### src/rtl/addsub_pkg.sv
// Shared encodings for the add/subtract accumulator: FSM states and op codes.
package addsub_pkg;

    typedef enum logic [1:0] {
        StIdle = 2'd0,
        StCalc = 2'd1,
        StDone = 2'd2
    } state_e;

    localparam logic OP_ADD = 1'b0;
    localparam logic OP_SUB = 1'b1;

endpackage

### src/rtl/addsub_accumulator_if.sv
// Operand/result bus of the accumulator; master drives operands, slave returns results.
interface addsub_accumulator_if #(
    parameter int unsigned WIDTH = 4,
    parameter int unsigned CNT_W = 8
);

    logic             in_valid;
    logic             in_ready;
    logic             op;
    logic [WIDTH-1:0] operand;
    logic             clear;
    logic [WIDTH-1:0] acc;
    logic             carry;
    logic             overflow;
    logic             sticky_ovf;
    logic             out_valid;
    logic [CNT_W-1:0] op_count;

    modport master (
        output in_valid,
        output op,
        output operand,
        output clear,
        input  in_ready,
        input  acc,
        input  carry,
        input  overflow,
        input  sticky_ovf,
        input  out_valid,
        input  op_count
    );

    modport slave (
        input  in_valid,
        input  op,
        input  operand,
        input  clear,
        output in_ready,
        output acc,
        output carry,
        output overflow,
        output sticky_ovf,
        output out_valid,
        output op_count
    );

endinterface

### src/rtl/adder_subtractor.sv
// Ripple-style add/subtract: m=0 gives a+b, m=1 gives a-b as a + ~b + 1.
module adder_subtractor #(
    parameter int unsigned WIDTH = 4
) (
    input  logic             m,
    input  logic [WIDTH-1:0] a,
    input  logic [WIDTH-1:0] b,
    output logic [WIDTH-1:0] sum,
    output logic             c_out,
    output logic             v
);

    logic [WIDTH-1:0] b_eff;
    logic [WIDTH:0]   full;

    assign b_eff = b ^ {WIDTH{m}};
    assign full  = {1'b0, a} + {1'b0, b_eff} + {{WIDTH{1'b0}}, m};
    assign sum   = full[WIDTH-1:0];
    assign c_out = full[WIDTH];
    // Signed overflow: both effective operands agree in sign but the result does not.
    assign v     = (a[WIDTH-1] == b_eff[WIDTH-1]) && (sum[WIDTH-1] != a[WIDTH-1]);

endmodule

### src/rtl/addsub_accumulator.sv
// Handshaked accumulator: one add/subtract in flight, IDLE -> CALC -> DONE per operation.
module addsub_accumulator
    import addsub_pkg::*;
#(
    parameter int unsigned WIDTH = 4,
    parameter int unsigned CNT_W = 8
) (
    input logic                 clk,
    input logic                 rst_n,
    addsub_accumulator_if.slave bus
);

    localparam logic [CNT_W-1:0] CNT_ONE = {{(CNT_W-1){1'b0}}, 1'b1};

    state_e           state_q, state_d;
    logic             op_q;
    logic [WIDTH-1:0] operand_q;
    logic [WIDTH-1:0] acc_q;
    logic             carry_q;
    logic             ovf_q;
    logic             sticky_q;
    logic [CNT_W-1:0] cnt_q;

    logic             in_ready;
    logic             out_valid;
    logic             accept;
    logic [WIDTH-1:0] sum;
    logic             c_out;
    logic             v;

    adder_subtractor #(
        .WIDTH (WIDTH)
    ) u_adder_subtractor (
        .m     (op_q),
        .a     (acc_q),
        .b     (operand_q),
        .sum   (sum),
        .c_out (c_out),
        .v     (v)
    );

    assign accept = bus.in_valid && in_ready;

    always_ff @(posedge clk or negedge rst_n) begin
        if (!rst_n) begin
            state_q <= StIdle;
        end else if (bus.clear) begin
            state_q <= StIdle;
        end else begin
            state_q <= state_d;
        end
    end

    always_comb begin
        state_d = state_q;
        unique case (state_q)
            StIdle:  if (accept) state_d = StCalc;
            StCalc:  state_d = StDone;
            StDone:  state_d = StIdle;
            default: state_d = StIdle;
        endcase
    end

    always_comb begin
        in_ready  = (state_q == StIdle) && !bus.clear;
        out_valid = (state_q == StDone);
    end

    // Operands are latched only on the accepting edge so later input changes cannot leak in.
    always_ff @(posedge clk or negedge rst_n) begin
        if (!rst_n) begin
            op_q      <= OP_ADD;
            operand_q <= '0;
        end else if (accept) begin
            op_q      <= bus.op;
            operand_q <= bus.operand;
        end
    end

    always_ff @(posedge clk or negedge rst_n) begin
        if (!rst_n) begin
            acc_q    <= '0;
            carry_q  <= 1'b0;
            ovf_q    <= 1'b0;
            sticky_q <= 1'b0;
            cnt_q    <= '0;
        end else if (bus.clear) begin
            acc_q    <= '0;
            carry_q  <= 1'b0;
            ovf_q    <= 1'b0;
            sticky_q <= 1'b0;
            cnt_q    <= '0;
        end else if (state_q == StCalc) begin
            acc_q    <= sum;
            carry_q  <= c_out;
            ovf_q    <= v;
            sticky_q <= sticky_q | v;
            if (cnt_q != '1) begin
                cnt_q <= cnt_q + CNT_ONE;
            end
        end
    end

    assign bus.in_ready   = in_ready;
    assign bus.out_valid  = out_valid;
    assign bus.acc        = acc_q;
    assign bus.carry      = carry_q;
    assign bus.overflow   = ovf_q;
    assign bus.sticky_ovf = sticky_q;
    assign bus.op_count   = cnt_q;

endmodule

### src/flat_wrapper.sv
// flat-port wrapper written by rule: the top's interface ports become plain ports
module addsub_accumulator_flat import addsub_pkg::*;
#(
    parameter int unsigned WIDTH = 4,
    parameter int unsigned CNT_W = 8
)
  (clk, rst_n, bus_in_valid, bus_op, bus_operand, bus_clear, bus_in_ready, bus_acc, bus_carry, bus_overflow, bus_sticky_ovf, bus_out_valid, bus_op_count);
  addsub_accumulator_if #(.WIDTH(WIDTH), .CNT_W(CNT_W)) bus_i ();
  input logic clk;
  input logic rst_n;
  input wire logic [$bits(bus_i.in_valid)-1:0] bus_in_valid;
  input wire logic [$bits(bus_i.op)-1:0] bus_op;
  input wire logic [$bits(bus_i.operand)-1:0] bus_operand;
  input wire logic [$bits(bus_i.clear)-1:0] bus_clear;
  output wire logic [$bits(bus_i.in_ready)-1:0] bus_in_ready;
  output wire logic [$bits(bus_i.acc)-1:0] bus_acc;
  output wire logic [$bits(bus_i.carry)-1:0] bus_carry;
  output wire logic [$bits(bus_i.overflow)-1:0] bus_overflow;
  output wire logic [$bits(bus_i.sticky_ovf)-1:0] bus_sticky_ovf;
  output wire logic [$bits(bus_i.out_valid)-1:0] bus_out_valid;
  output wire logic [$bits(bus_i.op_count)-1:0] bus_op_count;
  assign bus_i.in_valid = bus_in_valid;
  assign bus_i.op = bus_op;
  assign bus_i.operand = bus_operand;
  assign bus_i.clear = bus_clear;
  assign bus_in_ready = bus_i.in_ready;
  assign bus_acc = bus_i.acc;
  assign bus_carry = bus_i.carry;
  assign bus_overflow = bus_i.overflow;
  assign bus_sticky_ovf = bus_i.sticky_ovf;
  assign bus_out_valid = bus_i.out_valid;
  assign bus_op_count = bus_i.op_count;
  addsub_accumulator #(.WIDTH(WIDTH), .CNT_W(CNT_W)) u_core (.clk(clk), .rst_n(rst_n), .bus(bus_i));
endmodule
### config.mk
export PLATFORM = sky130hd
export DESIGN_NAME = addsub_accumulator_flat
export DESIGN_NICKNAME = d
export VERILOG_FILES = /design/src/rtl/addsub_pkg.sv /design/src/rtl/addsub_accumulator_if.sv /design/src/rtl/adder_subtractor.sv /design/src/rtl/addsub_accumulator.sv /design/src/flat_wrapper.sv
export SDC_FILE = /design/constraint.sdc
export NUM_CORES = 1
export LEC_CHECK = 0
export BUFFER_PORTS_ARGS = -buffer_cell sky130_fd_sc_hd__buf_4
export CAP_MARGIN = 10
export CORE_UTILIZATION = 25
export DETAILED_ROUTE_END_ITERATION = 12
export PLACE_DENSITY = 0.48
export SLEW_MARGIN = 15
export SYNTH_ARGS = -nofsm -noshare
export SYNTH_HDL_FRONTEND = slang
export SYNTH_SLANG_ARGS = --single-unit
### constraint.sdc
create_clock -name clk -period 1.9 [get_ports clk]
set_clock_uncertainty 0.05 [all_clocks]
set_input_delay 0.095 -clock clk [delete_from_list [all_inputs] [get_ports clk]]
set_output_delay 0.095 -clock clk [all_outputs]
set_load 0.01 [all_outputs]
Yosys cells after proc, flatten, opt, wreduce, memory -nomap -nowiden
Cells that the tools add are included.
{ "op_classes": {"n_reduce_logical": 8, "add_sub_neg": 3, "muxes": 14, "bitwise_logic": 2, "n_eq_ne": 6} }
{ "op_table": {"columns": ["cell", "count"], "rows": [
  ["8-bit 2-to-1 mux", 3],
  ["8-bit by 1-bit adder with 8-bit output (second input constant)", 1],
  ["4-bit 2-to-1 mux", 2],
  ["8-bit != test (second input constant)", 1],
  ["1-bit 2-to-1 mux", 6],
  ["4-bit by 4-bit adder with 5-bit output", 1],
  ["5-bit by 1-bit adder with 5-bit output", 1],
  ["2-bit 2-to-1 mux", 2],
  ["2-bit case mux with 2 select lines", 1],
  ["2-bit nonzero test", 2],
  ["4-bit bitwise XOR", 1],
  ["1-bit logical AND", 3],
  ["3-bit by 2-bit != test with 1-bit output (second input constant)", 1],
  ["2-bit by 1-bit == test with 1-bit output (second input constant)", 1],
  ["2-bit == test (second input constant)", 1],
  ["2-bit zero test", 1],
  ["2-bit AND reduction", 1],
  ["1-bit == test", 1],
  ["1-bit zero test", 1],
  ["1-bit != test", 1],
  ["1-bit bitwise OR", 1]
]} }
{ "totals": {"output_inout_bits": 17, "ff_bits": 22, "input_bits": 9} }

Depth between registers and ports, before layout
Gate-level depths: netlist of the first run.
{ "depth": {"word_depth": 8, "ltp_mapped": 7, "mapped_depth_nobuf": 7} }

Modules after synthesis
From an unflattened synthesis of the first run, not the netlist that was laid out.
{ "unflattened": {"hier_cells": 111, "area_unflattened_um2": 1191.1} }
{ "by_module_without_submodules": {"columns": ["module", "cells_per_inst", "seq_area_each_um2", "area_per_inst_um2", "instances"], "rows": [
  ["addsub_accumulator", 93, 550.5, 997.2, 1],
  ["adder_subtractor", 18, 0.0, 193.9, 1]
]} }

Least setup slack after synthesis of the first run
No wires, ideal clock.
{ "synth_path": {"kind": "register -> register", "from": "register u_core.op_q", "to": "register u_core.sticky_q (netlist: u_core.bus.sticky_ovf)", "required_ns": 1.722, "arrival_ns": 1.463, "path_buffers": 0, "path_slack_ns": 0.259, "synth_period_minus_slack_ns": 1.641, "path_stages_with_launch": 7, "path_cell_list": "dfrtp_1 xor2_1 ha_1 a21oi_1 o21a_1 xor2_1 o32ai_1"} }
{ "synth_between": {"elab_chain_len": 8} }
{ "synth_rtl": {"columns": ["element", "line_no", "text"], "rows": [
  ["from (decl)", "addsub_accumulator.sv:16", "logic op_q;"],
  ["from (signal assigned)", "addsub_accumulator.sv:75", "op_q <= bus.op;"],
  ["4-bit bitwise XOR", "adder_subtractor.sv:16", "assign b_eff = b ^ {WIDTH{m}};"],
  ["4-bit by 4-bit adder with 5-bit output", "adder_subtractor.sv:17", "assign full = {1'b0, a} + {1'b0, b_eff} + {{WIDTH{1'b0}}, m};"],
  ["5-bit by 1-bit adder with 5-bit output", "adder_subtractor.sv:17", null],
  ["1-bit != test", "adder_subtractor.sv:21", "assign v = (a[WIDTH-1] == b_eff[WIDTH-1]) && (sum[WIDTH-1] != a[WIDTH-1]);"],
  ["1-bit logical AND (*)", "adder_subtractor.sv:21", null],
  ["1-bit bitwise OR (*)", "addsub_accumulator.sv:97", "sticky_q <= sticky_q | v;"],
  ["1-bit 2-to-1 mux (*)", "addsub_accumulator.sv:93", "end else if (state_q == StCalc) begin"],
  ["1-bit 2-to-1 mux (*)", "addsub_accumulator.sv:87", "end else if (bus.clear) begin"],
  ["to (signal assigned)", "addsub_accumulator.sv:97", null],
  ["to (decl)", "addsub_accumulator.sv:21", "logic sticky_q;"]
]} }
Every way passes the cells marked *; elsewhere a longest branch is shown, timed or not. The select of a mux whose other input is x is not followed.
A chain may end at the register's enable or synchronous reset.

Worst setup path in the final report of the first run
{ "layout_path": {"from": "register u_core.cnt_q[0] (netlist: u_core.bus.op_count[0])", "to": "register u_core.cnt_q[5] (netlist: u_core.bus.op_count[5])"} }
{ "layout_between": {"elab_chain_len": 4} }
{ "layout_rtl": {"columns": ["element", "line_no", "text"], "rows": [
  ["from (decl)", "addsub_accumulator.sv:22", "logic [CNT_W-1:0] cnt_q;"],
  ["from (signal assigned)", "addsub_accumulator.sv:99", "cnt_q <= cnt_q + CNT_ONE;"],
  ["8-bit by 1-bit adder with 8-bit output", "addsub_accumulator.sv:99", null],
  ["8-bit 2-to-1 mux", "addsub_accumulator.sv:98", "if (cnt_q != '1) begin"],
  ["8-bit 2-to-1 mux", "addsub_accumulator.sv:93", null],
  ["8-bit 2-to-1 mux", "addsub_accumulator.sv:87", null]
]} }
Parallel ways exist; a longest one is shown, timed or not. The select of a mux whose other input is x is not followed.

==> impl_metrics.toml, run 1 <==
[die]
num_rows = 23
fp.dieArea_mm2 = 0.00470
chipHeight_um = 68.6
initial_core_util_pct = 26.9
die_w_um = 68.6
core_region_area_mm2 = 0.00412
io_pins = 26

[layout]
layout_commonest_cell = "buf_4"
layoutNonFillerInstCount = 183
nNetsFinal = 148
drive_gt1_share_pct = 28.6
area_growth_pct = 28.8
final_cell_mix = "buf_4 (26), dfrtp_1 (22), nand2_1 (10)"
design_area_mm2 = 0.00143
nFillCells = 432
antennaDiodeCount = 0
post-route-util_pct = 34.7

[clock_tree]
cts-root-buf = "clkbuf_8"
cts_inserted_buffers = 3
clk_latency_ns = 0.26
cts_tree = "built"
clockBufferDepth = 2
path_clk_slew_ns = 0.08
clkSinkCount = 22
ctsHtreeMaxLevel = 1

[pwr]
finalPower_uw = 1190
internal_power_uw = 839
max-vdd-ir-drop_v = 0.000406
power_frac_seq_pct = 46.3
combPwrFrac_pct = 25.4
leakagePower_uw = 0.000666
powerDensity_mw_per_mm2 = 833
switching_share_pct = 29.4
clock_power_share_pct = 28.3
switchingPower_uw = 349

[drt]
vias = 861
first_iter_violations = 45
route.detailed.drc = 0
vias_per_cell = 4.70
post_drt_wl_per_cell_um = 13.1
dr.pass1.iters = 4
ant_nets = 0
routed_wl_um = 2390

[critical_path]
cp.arrival_ns = 1.92
crit_required_ns = 2.03
crit_path_end = "u_core.bus.op_count[5]$_DFFE_PN0P_"
cp-end-kind = "register"
r2r_end = "u_core.bus.op_count[5]$_DFFE_PN0P_"
r2r_setup_slack_ns = 0.11
crit_type = "reg -> reg"
r2r_start = "u_core.bus.op_count[0]$_DFFE_PN0P_"
crit_path_start_kind = "register"
critPathLaunch = "u_core.bus.op_count[0]$_DFFE_PN0P_"
worstPathMaxFanout = 13
reg2reg_depth = 5

[place]
placedCellCount = 176
placed_cell_area_mm2 = 0.00134
port_buffers = 25
dp_hpwl_um = 1710
place.gp.congestion = 0.868

[grt]
grt_pass1_vias = 831
grt_first_pass_wirelength_um = 3940
antenna_found_initial = 0
grt_max_degree = 23
gr-usage-all-layers_pct = 11.5
grt_overflow = 0

[logic_synthesis]
synth_warnings = 0
synth_cell_types = 29
ys.flop_type = "dfrtp_1"
netlist_area_mm2 = 0.00111
syn_nets = 118
ys_seq_elements = 22
synth_largest_area_cell = "dfrtp_1"
synth-seq-area-share_pct = 49.7
synthAdderAreaFrac_pct = 6.33
yosys.area_share.simple_pct = 14.1
synthMuxAreaShare_pct = 7.01
async_flop_share_pct = 100
synth_cells = 104
synth_edf_count = 0
synth_compound_area_share_pct = 13.3
synthTopCellsByArea = "dfrtp_1 (50%), mux2_2 (6.1%), xor2_1 (5.5%), ha_1 (4.5%), a21oi_1 (3.6%)"
synth_xor_xnor_area_share_pct = 5.54
synth_top_family_by_area = "simple AND/OR/NAND/NOR gates"
yosys.area.top_type_share_pct = 49.7
postSynthAreaPerCell_um2 = 10.6

[job]
maxCapViolCount = 0

[sta]
tns_ns = 0
finalHoldViolCount = 0
fmax_mhz = 559
setup_viol = 0
fin_crit_sh_pct = 94.2
slew_headroom_pct = 73.9
rsz0062_at_grt = "false"
worst_pin_slew_ns = 0.390
slew_viol_final = 0
layout_min_cycle_time_ns = 1.79

[worst_hold_path]
hold_path_class = "in -> reg"

[status]
status = "completed"
## critical path: stages (launching register included)
cell	delay, ns
dfrtp_1	0.42
ha_1	0.25
nand4b_1	0.18
o22ai_4	0.15
or4_1	0.49
a21oi_1	0.17
## flip-flops by register name (all words and copies together), names as in the netlist
| signal | count |
|---|---|
| u_core.bus.op_count | 8 |
| u_core.bus.acc | 4 |
| u_core.operand_q | 4 |
| u_core.state_q | 2 |
| u_core.bus.carry | 1 |
| u_core.bus.overflow | 1 |
| u_core.bus.sticky_ovf | 1 |
| u_core.op_q | 1 |
## worst min path at each step
stage | cells past startpoint | endpoint | from | slack (ns)
2_1_floorplan | 0 | u_core.bus.acc[0]$_DFFE_PN0P_ | rst_n | -0.25
3_3_place_gp | 1 | u_core.bus.op_count[7]$_DFFE_PN0P_ | rst_n | -0.04
3_5_place_dp | 1 | u_core.bus.op_count[7]$_DFFE_PN0P_ | rst_n | -0.04
4_1_cts | 2 | u_core.operand_q[1]$_DFFE_PN0P_ | bus_operand[1] | 0.005
5_1_grt | 2 | u_core.operand_q[1]$_DFFE_PN0P_ | bus_operand[1] | 0.0001
6_report | 2 | u_core.operand_q[1]$_DFFE_PN0P_ | bus_operand[1] | 0.01
## per-layer routing
metal | routed length [µm] | global-route usage (%) | vias up
met3 | 109 | 3.95 | 2
met2 | 1120 | 18.4 | 21
met1 | 1160 | 15.2 | 416
met4 | 8 | 1.56 | 0
met5 | 0 | 0 | -
li1 | - | - | 422
## metrics by stage
step / hold slack (ns) / setup WS [ns]
global route: 0.000140 / 0.00623
detailed placement: -0.0413 / 0.0903
global placement: -0.0445 / 0.147
floorplan: -0.251 / 0.259
finish: 0.0133 / 0.111
CTS: 0.00502 / 0.0684
## cells in the mapped netlist (all sizes together) (2+ instances only)
master	n
a21oi	8
inv	6
or4	2
o21ai	8
xor2	7
mux2	6
buf	3
dfrtp	22
o31ai	3
or3	4
nand2	10
ha	4
nand3	2
nor2	5
## final cells by class
cell class,count,area (µm²),share of cell area (%)
Sequential cell,22,551,38.6
Multi-Input combinational cell,73,520,36.5
Timing Repair Buffer,28,215,15.1
Tap cell,50,62.6,4.39
Clock buffer,4,55.1,3.86
Inverter,6,22.5,1.58
## power groups by stage
stage	Combinational [µW]	Sequential, µW	Clock (µW)
floorplan	202	559	0
global placement	294	559	0
detailed placement	299	559	0
CTS	304	550	353
global route	347	556	376
finish	302	550	337
## timing repair
item	4_1_cts	5_1_grt
hold endpoints to repair	22	1
hold buffers	1	1
setup endpoints to repair	0	2
gates resized for setup	0	1
buffers inserted	0	1
## cell families (layout without fill, tap and decap cells)
group           Yosys count  count (layout)
compound gates           24              24
xor+xnor                  7               7
fa+ha+maj                 5               5
buf+inv                   9              38
flops                    22              22
mux                       7               7
simple gates             30              30
No activity file was read; power rests on OpenSTA's default activity.
==> run 2: changes to the inputs <==
--- a/config.mk
+++ b/config.mk
@@ -8,6 +8,7 @@
 export BUFFER_PORTS_ARGS = -buffer_cell sky130_fd_sc_hd__buf_4
 export CAP_MARGIN = 10
 export CORE_UTILIZATION = 25
+export CTS_CLUSTER_DIAMETER = 40
 export DETAILED_ROUTE_END_ITERATION = 12
 export PLACE_DENSITY = 0.48
 export SLEW_MARGIN = 15
==> constraint.sdc (replaced) <==
create_clock -name clk -period 1.9 [get_ports clk]
set_clock_uncertainty 0.05 [all_clocks]
set_input_delay 0 -clock clk [delete_from_list [all_inputs] [get_ports clk]]
set_output_delay 0 -clock clk [all_outputs]
set_load 0.01 [all_outputs]
==> impl_metrics.toml, run 2 (same netlist as run 1, synthesis figures left out) <==
[critical_path]
crit_required_ns = 2.03
worstPathMaxFanout = 13
slowest_delay_ns = 0.49
cp.arrival_ns = 1.92
crit_chain = "ha_1, nand4b_1, o22ai_4, or4_1, a21oi_1"
crit_path_start_kind = "register"
r2r_setup_slack_ns = 0.11
crit_type = "reg -> reg"
reg2reg_depth = 5
cp-end-kind = "register"
crit_slowest_cell = "or4_1"

[grt]
grt_max_degree = 23
grt_pass1_vias = 864
grt_first_pass_wirelength_um = 4040
antenna_found_initial = 0
gr-usage-all-layers_pct = 11.7
grt_overflow = 0

[drt]
vias_per_cell = 4.68
dr.pass1.iters = 4
route.detailed.drc = 0
post_drt_wl_per_cell_um = 12.9
ant_nets = 0
vias = 879
first_iter_violations = 64
routed_wl_um = 2430

[sta]
slew_viol_final = 0
slew_headroom_pct = 73.9
fin_crit_sh_pct = 94.2
setup_viol = 0
tns_ns = 0
finalHoldViolCount = 0
worst_slack_ns = 0.110
worst_pin_slew_ns = 0.390
fmax_mhz = 559
layout_min_cycle_time_ns = 1.79
rsz0062_at_grt = "false"

[die]
die_w_um = 68.6
chipHeight_um = 68.6
num_rows = 23
fp.dieArea_mm2 = 0.00470
initial_core_util_pct = 26.9
core_region_area_mm2 = 0.00412
io_pins = 26

[layout]
design_area_mm2 = 0.00148
nFillCells = 431
largest_reg_flops = 8
drive_gt1_share_pct = 27.5
nNetsFinal = 153
final_cell_mix = "buf_4 (26), dfrtp_1 (22), nand2_1 (10)"
area_growth_pct = 33.3
antennaDiodeCount = 0
layout_commonest_cell = "buf_4"

[pwr]
max-vdd-ir-drop_v = 0.000407
powerDensity_mw_per_mm2 = 810
leakagePower_uw = 0.000687
finalPower_uw = 1200

[place]
placed_cell_area_mm2 = 0.00134
place.gp.congestion = 0.868
port_buffers = 25
dp_hpwl_um = 1710
pre_cts_ws_ns = 0.0903

[clock_tree]
cts_inserted_buffers = 3
clockBufferDepth = 2
cts_tree = "built"
cts-root-buf = "clkbuf_8"
ctsHtreeMaxLevel = 1
clk_latency_ns = 0.26
path_clk_slew_ns = 0.08
clkSinkCount = 22

[status]
status = "completed"

[worst_hold_path]
hold_path_class = "in -> reg"
holdPathStages = 2

[job]
maxCapViolCount = 0
==> run 2: layer usage <==
metal / share of wire (%) / GRT usage [%] / vias to the layer above
li1: - / - / 432
met1: 48 / 15.3 / 424
met2: 47 / 19.1 / 21
met3: 4.1 / 3.95 / 2
met4: 0.33 / 1.56 / 0
met5: 0 / 0 / -
==> run 2: power by group <==
group,internal [µW],switching (µW)
Sequential,509,40.9
Clock,185,151
Combinational,152,157
==> run 2: critical path, delay by kind of cell (launching register included) <==
kind,cells,cell delay (ns)
flip-flops,1,0.42
adder cells (fa/ha/maj),1,0.26
AND/OR/NAND/NOR,2,0.67
AO/OA/AOI/OAI,2,0.32
==> run 2: repair_timing <==
| action | in CTS | in global routing |
|---|---|---|
| setup endpoints to repair | 0 | 2 |
| hold buffers | 7 | 0 |
| buffers inserted | 0 | 1 |
| endpoints found under the hold margin | 35 | 0 |
| gates resized for setup | 0 | 1 |
==> run 2: path summary, 6_finish.rpt <==
| path | start | to |
|---|---|---|
| worst min register to register | u_core.bus.overflow$_DFFE_PN0P_ | u_core.bus.overflow$_DFFE_PN0P_ |
| worst max register to register | u_core.bus.op_count[0]$_DFFE_PN0P_ | u_core.bus.op_count[5]$_DFFE_PN0P_ |
| min in group asynchronous | rst_n | u_core.bus.op_count[3]$_DFFE_PN0P_ |
| worst min-delay path | bus_in_valid | u_core.state_q[0]$_DFFE_PN0P_ |
| worst max-delay path | u_core.bus.op_count[0]$_DFFE_PN0P_ | u_core.bus.op_count[5]$_DFFE_PN0P_ |
| max in group asynchronous | rst_n | u_core.bus.acc[3]$_DFFE_PN0P_ |
==> run 2: area by class of cell <==
| cell class | instances | area, µm² | area share [%] |
|---|---|---|---|
| flip-flops and latches | 22 | 551 | 37.3 |
| multi-input cells | 73 | 520 | 35.3 |
| repair buffers | 33 | 265 | 18.0 |
| well taps | 50 | 62.6 | 4.24 |
| clock buffers | 4 | 55.1 | 3.73 |
| inverters | 6 | 22.5 | 1.53 |
==> run 2: stage by stage <==
step / util [%] / hold WS [ns] / cells
6_report: 35.9 / 0.0707 / 188
5_1_grt: 35.9 / 0.0776 / 188
4_1_cts: 35.5 / 0.0714 / 187
3_5_place_dp: 32.5 / -0.136 / 176
3_3_place_gp: 32.5 / -0.140 / 176
2_1_floorplan: - / -0.346 / 104
